==> src/rtl/core_clock_monitor.sv <==
// core_clock_monitor
// Divides the board clock down to the core clock with run / pause / single-step
// control, samples the core program counter once per core period, detects a
// stalled PC, and drives an NLED-wide progress display (dot, bar, raw, blank)
// that blinks while the core is considered halted.
module core_clock_monitor #(
    parameter int CLK_RATE    = 50_000_000,
    parameter int CORE_RATE   = 6_250_000,
    parameter int WIDTH       = 32,
    parameter int ROM_DEPTH   = 2500,
    parameter int NLED        = 10,
    parameter int HALT_CYCLES = 1024,
    parameter int BLINK_HZ    = 2
) (
    input  logic             clock,
    input  logic             nreset,
    input  logic             run,
    input  logic             step,
    input  logic [1:0]       mode,
    input  logic [WIDTH-1:0] pc,
    output logic             clk_core,
    output logic             core_tick,
    output logic             halted,
    output logic [NLED-1:0]  led
);

    // ------------------------------------------------------------------
    // Derived constants
    // ------------------------------------------------------------------
    localparam int CORE_MAX  = CLK_RATE / CORE_RATE / 2 - 1;
    localparam int BLINK_MAX = CLK_RATE / (2 * BLINK_HZ) - 1;
    localparam int CNT_W     = (CORE_MAX > 0) ? $clog2(CORE_MAX + 1) : 1;
    localparam int BLINK_W   = (BLINK_MAX > 0) ? $clog2(BLINK_MAX + 1) : 1;
    localparam int HALT_W    = (HALT_CYCLES > 0) ? $clog2(HALT_CYCLES + 1) : 1;

    localparam logic [CNT_W-1:0]   CORE_MAX_C  = CNT_W'(CORE_MAX);
    localparam logic [BLINK_W-1:0] BLINK_MAX_C = BLINK_W'(BLINK_MAX);
    localparam logic [HALT_W-1:0]  HALT_MAX_C  = HALT_W'(HALT_CYCLES);

    localparam logic [1:0] MODE_DOT = 2'b00;
    localparam logic [1:0] MODE_BAR = 2'b01;
    localparam logic [1:0] MODE_RAW = 2'b10;

    // Reject parameter sets that cannot produce a valid divider or display
    if (CORE_MAX < 0) begin : g_bad_core_rate
        $error("core_clock_monitor: CORE_RATE too high for CLK_RATE (CORE_MAX < 0)");
    end
    if (BLINK_MAX < 0) begin : g_bad_blink_rate
        $error("core_clock_monitor: BLINK_HZ too high for CLK_RATE");
    end
    if (NLED < 2) begin : g_bad_nled
        $error("core_clock_monitor: NLED must be at least 2");
    end
    if (HALT_CYCLES < 1) begin : g_bad_halt
        $error("core_clock_monitor: HALT_CYCLES must be at least 1");
    end

    // ------------------------------------------------------------------
    // Core clock divider and single-step control
    // ------------------------------------------------------------------
    logic [CNT_W-1:0] cnt_reg, cnt_next;
    logic             clk_core_reg, clk_core_next;
    logic             stepping_reg, stepping_next;
    logic             core_tick_reg, core_tick_next;

    logic enabled;
    logic at_max;
    logic rise_evt;
    logic fall_evt;
    logic step_accept;

    // Divider qualifiers: keeping clk_core in the enable guarantees a started
    // high phase always runs to completion, so the clock only parks low.
    always_comb begin
        enabled     = run | stepping_reg | clk_core_reg;
        at_max      = (cnt_reg == CORE_MAX_C);
        rise_evt    = enabled & at_max & ~clk_core_reg;
        fall_evt    = enabled & at_max & clk_core_reg;
        step_accept = step & ~run & ~clk_core_reg & ~stepping_reg;
    end

    // Divider next state: count while enabled, park with cnt=0 when idle
    always_comb begin
        cnt_next       = cnt_reg;
        clk_core_next  = clk_core_reg;
        stepping_next  = stepping_reg;
        core_tick_next = rise_evt;

        if (!enabled) begin
            cnt_next = '0;
        end else if (at_max) begin
            cnt_next      = '0;
            clk_core_next = ~clk_core_reg;
        end else begin
            cnt_next = cnt_reg + 1'b1;
        end

        // A step owns exactly one full period; it ends on the falling edge.
        if (step_accept) begin
            stepping_next = 1'b1;
        end else if (fall_evt) begin
            stepping_next = 1'b0;
        end
    end

    // Divider registers; an async reset mid-step drops the pending step
    always_ff @(posedge clock or negedge nreset) begin
        if (!nreset) begin
            cnt_reg       <= '0;
            clk_core_reg  <= 1'b0;
            stepping_reg  <= 1'b0;
            core_tick_reg <= 1'b0;
        end else begin
            cnt_reg       <= cnt_next;
            clk_core_reg  <= clk_core_next;
            stepping_reg  <= stepping_next;
            core_tick_reg <= core_tick_next;
        end
    end

    // ------------------------------------------------------------------
    // PC sampling and halt detection
    // ------------------------------------------------------------------
    logic [WIDTH-1:0]  pc_q_reg, pc_q_next;
    logic [HALT_W-1:0] halt_cnt_reg, halt_cnt_next;
    logic              halted_reg, halted_next;

    // Sample on the core-clock fall, when the core's PC has long settled;
    // count consecutive unchanged samples up to the halt threshold.
    always_comb begin
        pc_q_next     = pc_q_reg;
        halt_cnt_next = halt_cnt_reg;
        halted_next   = (halt_cnt_reg == HALT_MAX_C);

        if (fall_evt) begin
            pc_q_next = pc;
            if (pc == pc_q_reg) begin
                if (halt_cnt_reg != HALT_MAX_C) begin
                    halt_cnt_next = halt_cnt_reg + 1'b1;
                end
            end else begin
                halt_cnt_next = '0;
            end
        end
    end

    // Sampled PC and halt state registers
    always_ff @(posedge clock or negedge nreset) begin
        if (!nreset) begin
            pc_q_reg     <= '0;
            halt_cnt_reg <= '0;
            halted_reg   <= 1'b0;
        end else begin
            pc_q_reg     <= pc_q_next;
            halt_cnt_reg <= halt_cnt_next;
            halted_reg   <= halted_next;
        end
    end

    // ------------------------------------------------------------------
    // Progress index and LED patterns
    // ------------------------------------------------------------------
    // ge[k] = (pc_q >= k*ROM_DEPTH/NLED). Thresholds are non-decreasing in k,
    // so the set of true bits is always a contiguous run starting at k=0 and
    // the progress index i equals the highest k with ge[k] set. ge[NLED] is a
    // constant 0 so that the top segment still has a terminating neighbour.
    logic [NLED:0]   ge;
    logic [NLED-1:0] dot_pat;
    logic [NLED-1:0] bar_pat;
    logic [NLED-1:0] raw_pat;
    logic [NLED-1:0] pattern;

    assign ge[0]    = 1'b1;
    assign ge[NLED] = 1'b0;

    genvar gi;
    for (gi = 1; gi < NLED; gi++) begin : g_thresh
        localparam logic [WIDTH-1:0] TH = WIDTH'(gi * ROM_DEPTH / NLED);
        assign ge[gi] = (pc_q_reg >= TH);
    end

    // Segment k lights LED NLED-1-k: dot keeps only segment i, bar keeps 0..i
    for (gi = 0; gi < NLED; gi++) begin : g_pattern
        assign dot_pat[gi] = ge[NLED-1-gi] & ~ge[NLED-gi];
        assign bar_pat[gi] = ge[NLED-1-gi];
    end

    assign raw_pat = NLED'(pc_q_reg);

    // Display mode select
    always_comb begin
        pattern = '0;
        case (mode)
            MODE_DOT: pattern = dot_pat;
            MODE_BAR: pattern = bar_pat;
            MODE_RAW: pattern = raw_pat;
            default:  pattern = '0;
        endcase
    end

    // ------------------------------------------------------------------
    // Halt blink and LED drive
    // ------------------------------------------------------------------
    logic [BLINK_W-1:0] blink_cnt_reg, blink_cnt_next;
    logic               phase_reg, phase_next;
    logic [NLED-1:0]    led_reg, led_next;

    // Free-running blink timebase; LEDs are gated off during the low phase
    // only while halted.
    always_comb begin
        blink_cnt_next = blink_cnt_reg + 1'b1;
        phase_next     = phase_reg;
        if (blink_cnt_reg == BLINK_MAX_C) begin
            blink_cnt_next = '0;
            phase_next     = ~phase_reg;
        end
        led_next = pattern & {NLED{~halted_reg | phase_reg}};
    end

    // Blink timebase and LED output registers
    always_ff @(posedge clock or negedge nreset) begin
        if (!nreset) begin
            blink_cnt_reg <= '0;
            phase_reg     <= 1'b0;
            led_reg       <= '0;
        end else begin
            blink_cnt_reg <= blink_cnt_next;
            phase_reg     <= phase_next;
            led_reg       <= led_next;
        end
    end

    assign clk_core  = clk_core_reg;
    assign core_tick = core_tick_reg;
    assign halted    = halted_reg;
    assign led       = led_reg;

endmodule
==> config.mk <==
export PLATFORM = sky130hd
export DESIGN_NAME = core_clock_monitor
export DESIGN_NICKNAME = d
export VERILOG_FILES = /design/src/rtl/core_clock_monitor.sv
export SDC_FILE = /design/constraint.sdc
export NUM_CORES = 1
export LEC_CHECK = 0
export ABC_AREA = 1
export CAP_MARGIN = 25
export CORE_AREA = 2 2 102 104
export CTS_CLUSTER_DIAMETER = 60
export DETAILED_ROUTE_END_ITERATION = 6
export DIE_AREA = 0 0 104 106
export HOLD_SLACK_MARGIN = 0.06
export PLACE_DENSITY = 0.81
export SLEW_MARGIN = 10
export SYNTH_ARGS = -nofsm -noshare
export SYNTH_HDL_FRONTEND = slang
export SYNTH_SLANG_ARGS = --single-unit
==> constraint.sdc <==
create_clock -name clock -period 2.34 [get_ports clock]
set_input_delay 0.468 -clock clock [delete_from_list [all_inputs] [get_ports clock]]
set_output_delay 0.468 -clock clock [all_outputs]
set_load 0.05 [all_outputs]
Word-level counts from Yosys, hierarchy flattened --
Cells that the tools add are included.
Word-level totals: register bits after elaboration 84, input bits 38, logic and storage cells 74
Operators by class: add/sub/neg operators 3, order comparisons 9, equality and inequality tests 8, muxes and demuxes 8, bitwise gates (word level) 32, reduce and logical (&&, ||, !) cells 4
Operators with widths (number):
- $ge A32 B11 Y1 const B | 4
- $ge A32 B10 Y1 const B | 2
- $eq A32 B32 Y1 | 1
- $ge A32 B12 Y1 const B | 1
- $ge A32 B8 Y1 const B | 1
- $ge A32 B9 Y1 const B | 1
- $pmux W10 S3 | 1
- $add A24 B1 Y24 const B | 1
- $eq A24 B24 Y1 const B | 1
- $mux W24 | 1
- $mux W11 | 2
- $and A1 B1 Y1 | 14
- $not A1 Y1 | 14
- $add A11 B1 Y11 const B | 1
- $eq A11 B11 Y1 const B | 1
- $ne A11 B11 Y1 const B | 1
- $and A10 B10 Y10 | 1
- $eq A2 B2 Y1 const B | 2
- $mux W2 | 2
- $reduce_and A2 Y1 | 2
- $or A1 B1 Y1 | 3
- $add A2 B1 Y2 const B | 1
- $eq A2 B1 Y1 const B | 1
- $logic_not A2 Y1 | 1
- 3 further kinds | 4

Depth between registers and ports, before layout --
Gate-level depths: netlist of the first run.
depth in word-level cells 6, depth in mapped cells 14, gate-level depth less buffers 12

Least setup slack after synthesis of the first run --
No wires, ideal clock.
path type register to register, from register clk_core_reg, in the netlist clk_core, to register halt_cnt_reg[3], setup time 118 ps, arrival time 1497 ps, slack 725 ps, stages on the path, launching flop included 7, path buffers 1, path through dfrtp_1 > nand2_1 > inv_1 > o21ai_0 > buf_2 > nand3_1 > nand2_1
Between the ends: cells in the longest elaborated chain, start to end 4
RTL lines:
- from (decl) | RTL line 62 | logic clk_core_reg, clk_core_next;
- from (signal assigned) | RTL line 115 | clk_core_reg <= clk_core_next;
- $or A1 B1 Y1 | RTL line 75 | enabled = run | stepping_reg | clk_core_reg;
- $and A1 B1 Y1 | RTL line 78 | fall_evt = enabled & at_max & clk_core_reg;
- $and A1 B1 Y1 (*) | RTL line 78
- $reduce_and A2 Y1 (no source line) (*)
- to (signal assigned) | RTL line 155 | halt_cnt_reg <= halt_cnt_next;
- to (decl) | RTL line 125 | logic [HALT_W-1:0] halt_cnt_reg, halt_cnt_next;
Every way passes the cells marked *; elsewhere a longest branch is shown, timed or not. A chain may end at the register's enable or synchronous reset.

Final worst setup path of the first run --
from register clk_core_reg, in the netlist clk_core, to output port clk_core
RTL lines:
- to (decl) | RTL line 21 | output logic clk_core,
No word-level cell between the ends.

==> metrics.txt, run 1 <==
total clock sinks=84; final setup violation count=0; area grow syn2layout=16.2%; Post-Synth Adder-Cell Area=0.932%; Root Buffer=clkbuf_8; largest family of logic cells by synthesized area=simple AND/OR/NAND/NOR gates; drt pass-1 iters=4; Final nets=907; max FFs per register=32; clk_skew=0.0174 ns; Post-Route WL=11700 µm; Post-Synth Simple-Gate Area=a little over a third; first-pass GRT wire length=just over 20000 µm; Async SR Flop Fraction=100%; Cell variety after synth=30; Num CTS Buffers=9; Reg power frac=42.9%; clock share of power=20.4%; Arrival @ worst endpoint=1.59 ns; NetSw=2.20 mW; combinational cell fraction of total power=36.8%; Final HPWL DP=8770 µm; Slowest Stage Delay on Critical Path=0.83 ns; YS warnings=0; placed cells=between 900 and 1000; CTS tree=built; routability cong.=0.937; static leakage=between 3 and 4 nW; max-cap viol count=0; IO Port Bufs=50; Critical Path End Type=output port; Clock Path Buffers=2; RSZ-0062 raised after global routing=false; vias in the first global route=4596; Most used DFF post-synth=dfrtp_1; Vias/cell=4.96; I/O pins=51; core footprint=10000 µm²; Die Area=between 10000 and 15000 µm²; Synth Cell Area=5370 µm²; status=finished, final reports clean; WP buf/inv=1; compound-gate portion of the synthesized area=about 6.5%; final core utilization=62.4%; CP max-delay cell=clkdlybuf4s50_1; Placement Setup Slack=between 0.2 and 0.25 ns; Synth Area in XOR/XNOR=5.87%; Hold Path Class=register to register; Post-synth EDFFs=0; Post-CTS Setup Bufs=0; Slew Limit Fails=0; hold_buf cts=1; diodes inserted=0; worst-skew pair later-pin latency=approximately 0.36 ns; Filler cells=roughly 920; CTS H-tree depth=3; Yosys reg bits=84; multiplexer share of the synthesized area=0%; Die X=104 µm; Final Cycle Share=between 80% and 90%; min Tclk post-route=2.06 ns; Initial DRC Count=roughly 230; Mean Syn Cell Area=6.62 µm²; delay-heaviest family, CP=buffers and inverters; Worst Path Required=1.87 ns; Final Non-Filler Cells=1006; vias=4993; clk slew on worst S/H paths=around 0.09 ns; largest net degree at the start of global routing=between 60 and 70; all-layer global routing usage=roughly 22%; crit start category=register; crit path cell chain=clkdlybuf4s50_1; WS Path Type=register to output port; Worst VDD drop=0.427 mV; setup_tns=0 ns; Final Hold Fails=0; Starting Density=~54%; Routed Antenna Nets=0; cells after synthesis=812; Worst-Margin Slew=between 0.5 and 0.6 ns; gr ovfl total=0; fmax=slightly below 500 MHz; Post-Syn Nets=854; Net Sw Frac=41.8%; Die Span Y=106 µm; DP Area=6030 µm²; Max-slew headroom=63.4%; Seq/Total Area, Yosys=39.1%; drt wl/cell=11.6 µm; site row count=37; internal power=3.06 mW; layout cell share with drive strength beyond 1=4.14%; PwrDens=roughly 840 nW/µm²; final setup margin=0.280 ns; CTS resizes=0; initial antenna violation count=0; drt drc=0; design area=6240 µm²; peak fanout along the critical path=4
placed cells by master (no fill, tap or decap), types with 2 or more instances in the layout:
cell type,n
inv_1,133
a21oi_1,21
inv_2,5
nand2_1,264
nor2_2,2
clkdlybuf4s50_1,49
dfrtp_1,84
a211oi_1,2
nor3_1,17
ha_1,4
xor2_1,24
clkinvlp_4,3
nor2_1,101
xnor2_1,12
o21ai_0,38
nand2_2,3
buf_4,7
nor4_1,5
nand4_1,26
buf_12,2
nand3_1,46
clkbuf_8,10
cell usage after synthesis (6+ instances only):
library cell / n / area [µm²]
xnor2_1: 12 / 105
inv_1: 133 / 499
nand3_1: 46 / 230
a21oi_1: 21 / 105
nand2_1: 265 / 995
dfrtp_1: 84 / 2100
xor2_1: 24 / 210
nor3_1: 17 / 85.1
clkbuf_1: 6 / 22.5
nand4_1: 26 / 163
o21ai_0: 38 / 190
nor2_1: 101 / 379
layout make-up:
cell class	instances	area [µm²]	share of cell area, %
clock inverter	5	61.3	0.982
inverter	138	518	8.30
clock buffer	11	141	2.26
sequential	84	2100	33.7
multi-input combinational	573	2660	42.6
timing repair buffer	59	593	9.50
tap	136	170	2.73
layer usage:
layer	track usage, %	vias up	share of wire (%)
met5	0	-	0
met4	6.56	0	1.6
met3	4.97	16	6.0
met2	37.1	127	47
met1	29.0	2239	45
li1	-	2611	-
through the flow:
| stage | power, mW | hold slack (ns) |
|---|---|---|
| 6_report | 5.25 | 0.449 |
| 5_1_grt | 5.69 | 0.468 |
| 4_1_cts | 5.29 | 0.450 |
| 3_5_place_dp | 4.21 | 0.339 |
| 3_3_place_gp | 4.15 | 0.340 |
| 2_1_floorplan | 3.69 | 0.172 |
final timing paths:
kind	cells after the start	startpoint	endpoint	slack, ns
worst min register to register	1	cnt_reg[0]$_DFF_PN0_	cnt_reg[0]$_DFF_PN0_	0.45
worst max register to register	6	halt_cnt_reg[0]$_DFFE_PN0P_	halt_cnt_reg[3]$_DFFE_PN0P_	0.62
max in group asynchronous	3	nreset	blink_cnt_reg[1]$_DFF_PN0_	1.18
min in group asynchronous	2	nreset	pc_q_reg[18]$_DFFE_PN0P_	0.50
worst max-delay path	1	clk_core$_DFFE_PN0P_	clk_core	0.28
worst min-delay path	1	cnt_reg[0]$_DFF_PN0_	cnt_reg[0]$_DFF_PN0_	0.45
power groups by stage:
| stage | sequential [mW] | clock [mW] | combinational [mW] |
|---|---|---|---|
| 2_1_floorplan | 2.24 | 0 | 1.45 |
| 3_3_place_gp | 2.26 | 0 | 1.89 |
| 3_5_place_dp | 2.28 | 0 | 1.93 |
| 4_1_cts | 2.25 | 1.09 | 1.94 |
| 5_1_grt | 2.31 | 1.16 | 2.21 |
| 6_report | 2.25 | 1.07 | 1.93 |
cell families (layout without fill, tap and decap cells):
kind of cell    count (synthesis)  after routing
flops                          84             84
fa+ha+maj                       4              4
buf+inv                       155            213
simple gates                  467            467
xor+xnor                       36             36
compound gates                 66             66
(Power assumes the default switching activity.)
==> run 2: changes to the inputs <==
- REMOVE_ABC_BUFFERS: default -> 1
- SKIP_CTS_REPAIR_TIMING: default -> 1
==> run 2 against run 1 <==
- final area is 0.68% lower
- utilization is 0.43 points lower
- sequential power hardly changed
- first-iteration DRC count is 30% higher
- highest routed layer unchanged
==> metrics.txt, run 2 (synthesis results as in run 1) <==
status=finished, final reports clean; Final Cycle Share=88.0% (about the same); total clock sinks=84 (unchanged); Hold Path Class=primary input to asynchronous set/reset pin; DP Area=6000 µm² (-0.41%); CTS tree=built; Critical Path End Type=output port; Die Span Y=106 µm (unchanged); design area=6200 µm² (-0.68%); Clock Path Buffers=2 (unchanged); area grow syn2layout=15.4%; all-layer global routing usage=22.6% (+0.39 points); WP buf/inv=1 (unchanged); CP max-delay cell=clkdlybuf4s50_1; Vias/cell=4.96 (about the same); max-cap viol count=0 (unchanged); initial antenna violation count=0 (unchanged); Final Non-Filler Cells=1005 (-0.099%); CTS H-tree depth=3 (unchanged); core footprint=10000 µm² (unchanged); fmax=486 MHz (about the same); vias in the first global route=4657 (+1.3%); min Tclk post-route=2.06 ns (-0.00142 ns); WS Path Type=register to output port; placed cells=989 (unchanged); crit path cell chain=clkdlybuf4s50_1; routability cong.=0.918 (-2.0%); vias=4987 (-0.12%); setup_tns=0 ns (unchanged); drt wl/cell=11.7 µm (+0.55%); IO Port Bufs=50 (unchanged); Routed Antenna Nets=0 (unchanged); Reg area=2100 µm² (unchanged); Max-slew headroom=54.4% (-9.0 points); Worst-Margin Slew=0.682 ns (+0.133 ns); Final nets=906 (-0.11%); site row count=37 (unchanged); final setup violation count=0 (unchanged); clk slew on worst S/H paths=0.09 ns (about the same); largest net degree at the start of global routing=64 (unchanged); gr ovfl total=0 (unchanged); Post-Route WL=11700 µm (+0.45%); RSZ-0062 raised after global routing=false; Worst VDD drop=0.431 mV (+0.86%); Final Hold Fails=0 (unchanged); worst-skew pair later-pin latency=0.37 ns (about the same); PwrDens=843 nW/µm² (+0.16%); Slowest Stage Delay on Critical Path=0.82 ns (about the same); clk_skew=0.0108 ns (-0.00659 ns); Arrival @ worst endpoint=1.59 ns (about the same); static leakage=3.29 nW (-0.32%); crit start category=register; Slew Limit Fails=0 (unchanged); delay-heaviest family, CP=buffers and inverters; multi-input logic area=2660 µm² (unchanged); max FFs per register=32 (unchanged); drt pass-1 iters=5 (+1); I/O pins=51 (unchanged); Initial DRC Count=301 (+30%); Worst Path Required=1.87 ns (about the same); commonest non-fill, non-tap cell in the layout=nand2_1; peak fanout along the critical path=4 (unchanged); Root Buffer=clkbuf_8; Die Area=11000 µm² (unchanged); Filler cells=942 (+3.0%); first-pass GRT wire length=20300 µm (+0.72%); layout cell share with drive strength beyond 1=3.91% (-0.23 points); most frequent cells in the layout=nand2_1 (264), inv_1 (133), nor2_1 (101); Num CTS Buffers=9 (unchanged); Final HPWL DP=8710 µm (-0.72%); drt drc=0 (unchanged); Die X=104 µm (unchanged); diodes inserted=0 (unchanged); Starting Density=53.7% (unchanged)
==> run 2: power by group <==
group	internal (mW)	switching (mW)	total, mW
registers	1.80	0.453	2.25
logic	0.726	1.19	1.91
clock network	0.526	0.534	1.06
total	3.05	2.17	5.22
==> run 2: routing by layer <==
| layer | GRT usage (%) | vias to the layer above | share of wire, % |
|---|---|---|---|
| met3 | 4.17 | 12 | 5.3 |
| met4 | 6.76 | 0 | 1.3 |
| met2 | 39.1 | 116 | 48 |
| met5 | 0 | - | 0 |
| li1 | - | 2609 | - |
| met1 | 28.9 | 2250 | 46 |
==> run 2: path summary, 6_finish.rpt <==
kind,startpoint,endpoint,slack [ns],depth (start not counted)
worst max-delay path,clk_core$_DFFE_PN0P_,clk_core,0.28,1
worst min-delay path,nreset,blink_cnt_reg[22]$_DFF_PN0_,0.07,1
worst max register to register,cnt_reg[0]$_DFF_PN0_,halt_cnt_reg[5]$_DFFE_PN0P_,0.57,7
worst min register to register,cnt_reg[0]$_DFF_PN0_,cnt_reg[0]$_DFF_PN0_,0.45,1
max in group asynchronous,nreset,led[3]$_DFF_PN0_,1.65,2
min in group clock,cnt_reg[0]$_DFF_PN0_,cnt_reg[0]$_DFF_PN0_,0.45,1
==> run 2: metrics by stage <==
stage	util [%]	power, mW	setup WS, ns	hold WS, ns
2_1_floorplan	-	3.61	-0.450	0.172
3_3_place_gp	60.0	4.13	0.266	0.431
3_5_place_dp	60.0	4.19	0.183	0.439
4_1_cts	62.0	5.25	0.272	0.0879
5_1_grt	62.0	5.70	0.234	0.107
6_report	62.0	5.22	0.281	0.0659
==> run 2: final cells by class <==
cell class / instances / share of cell area, %
well taps: 136 / 2.74
repair buffers: 58 / 9.00
inverters: 138 / 8.36
multi-input cells: 573 / 42.8
clock inverters: 3 / 0.747
flip-flops and latches: 84 / 33.9
clock buffers: 13 / 2.40
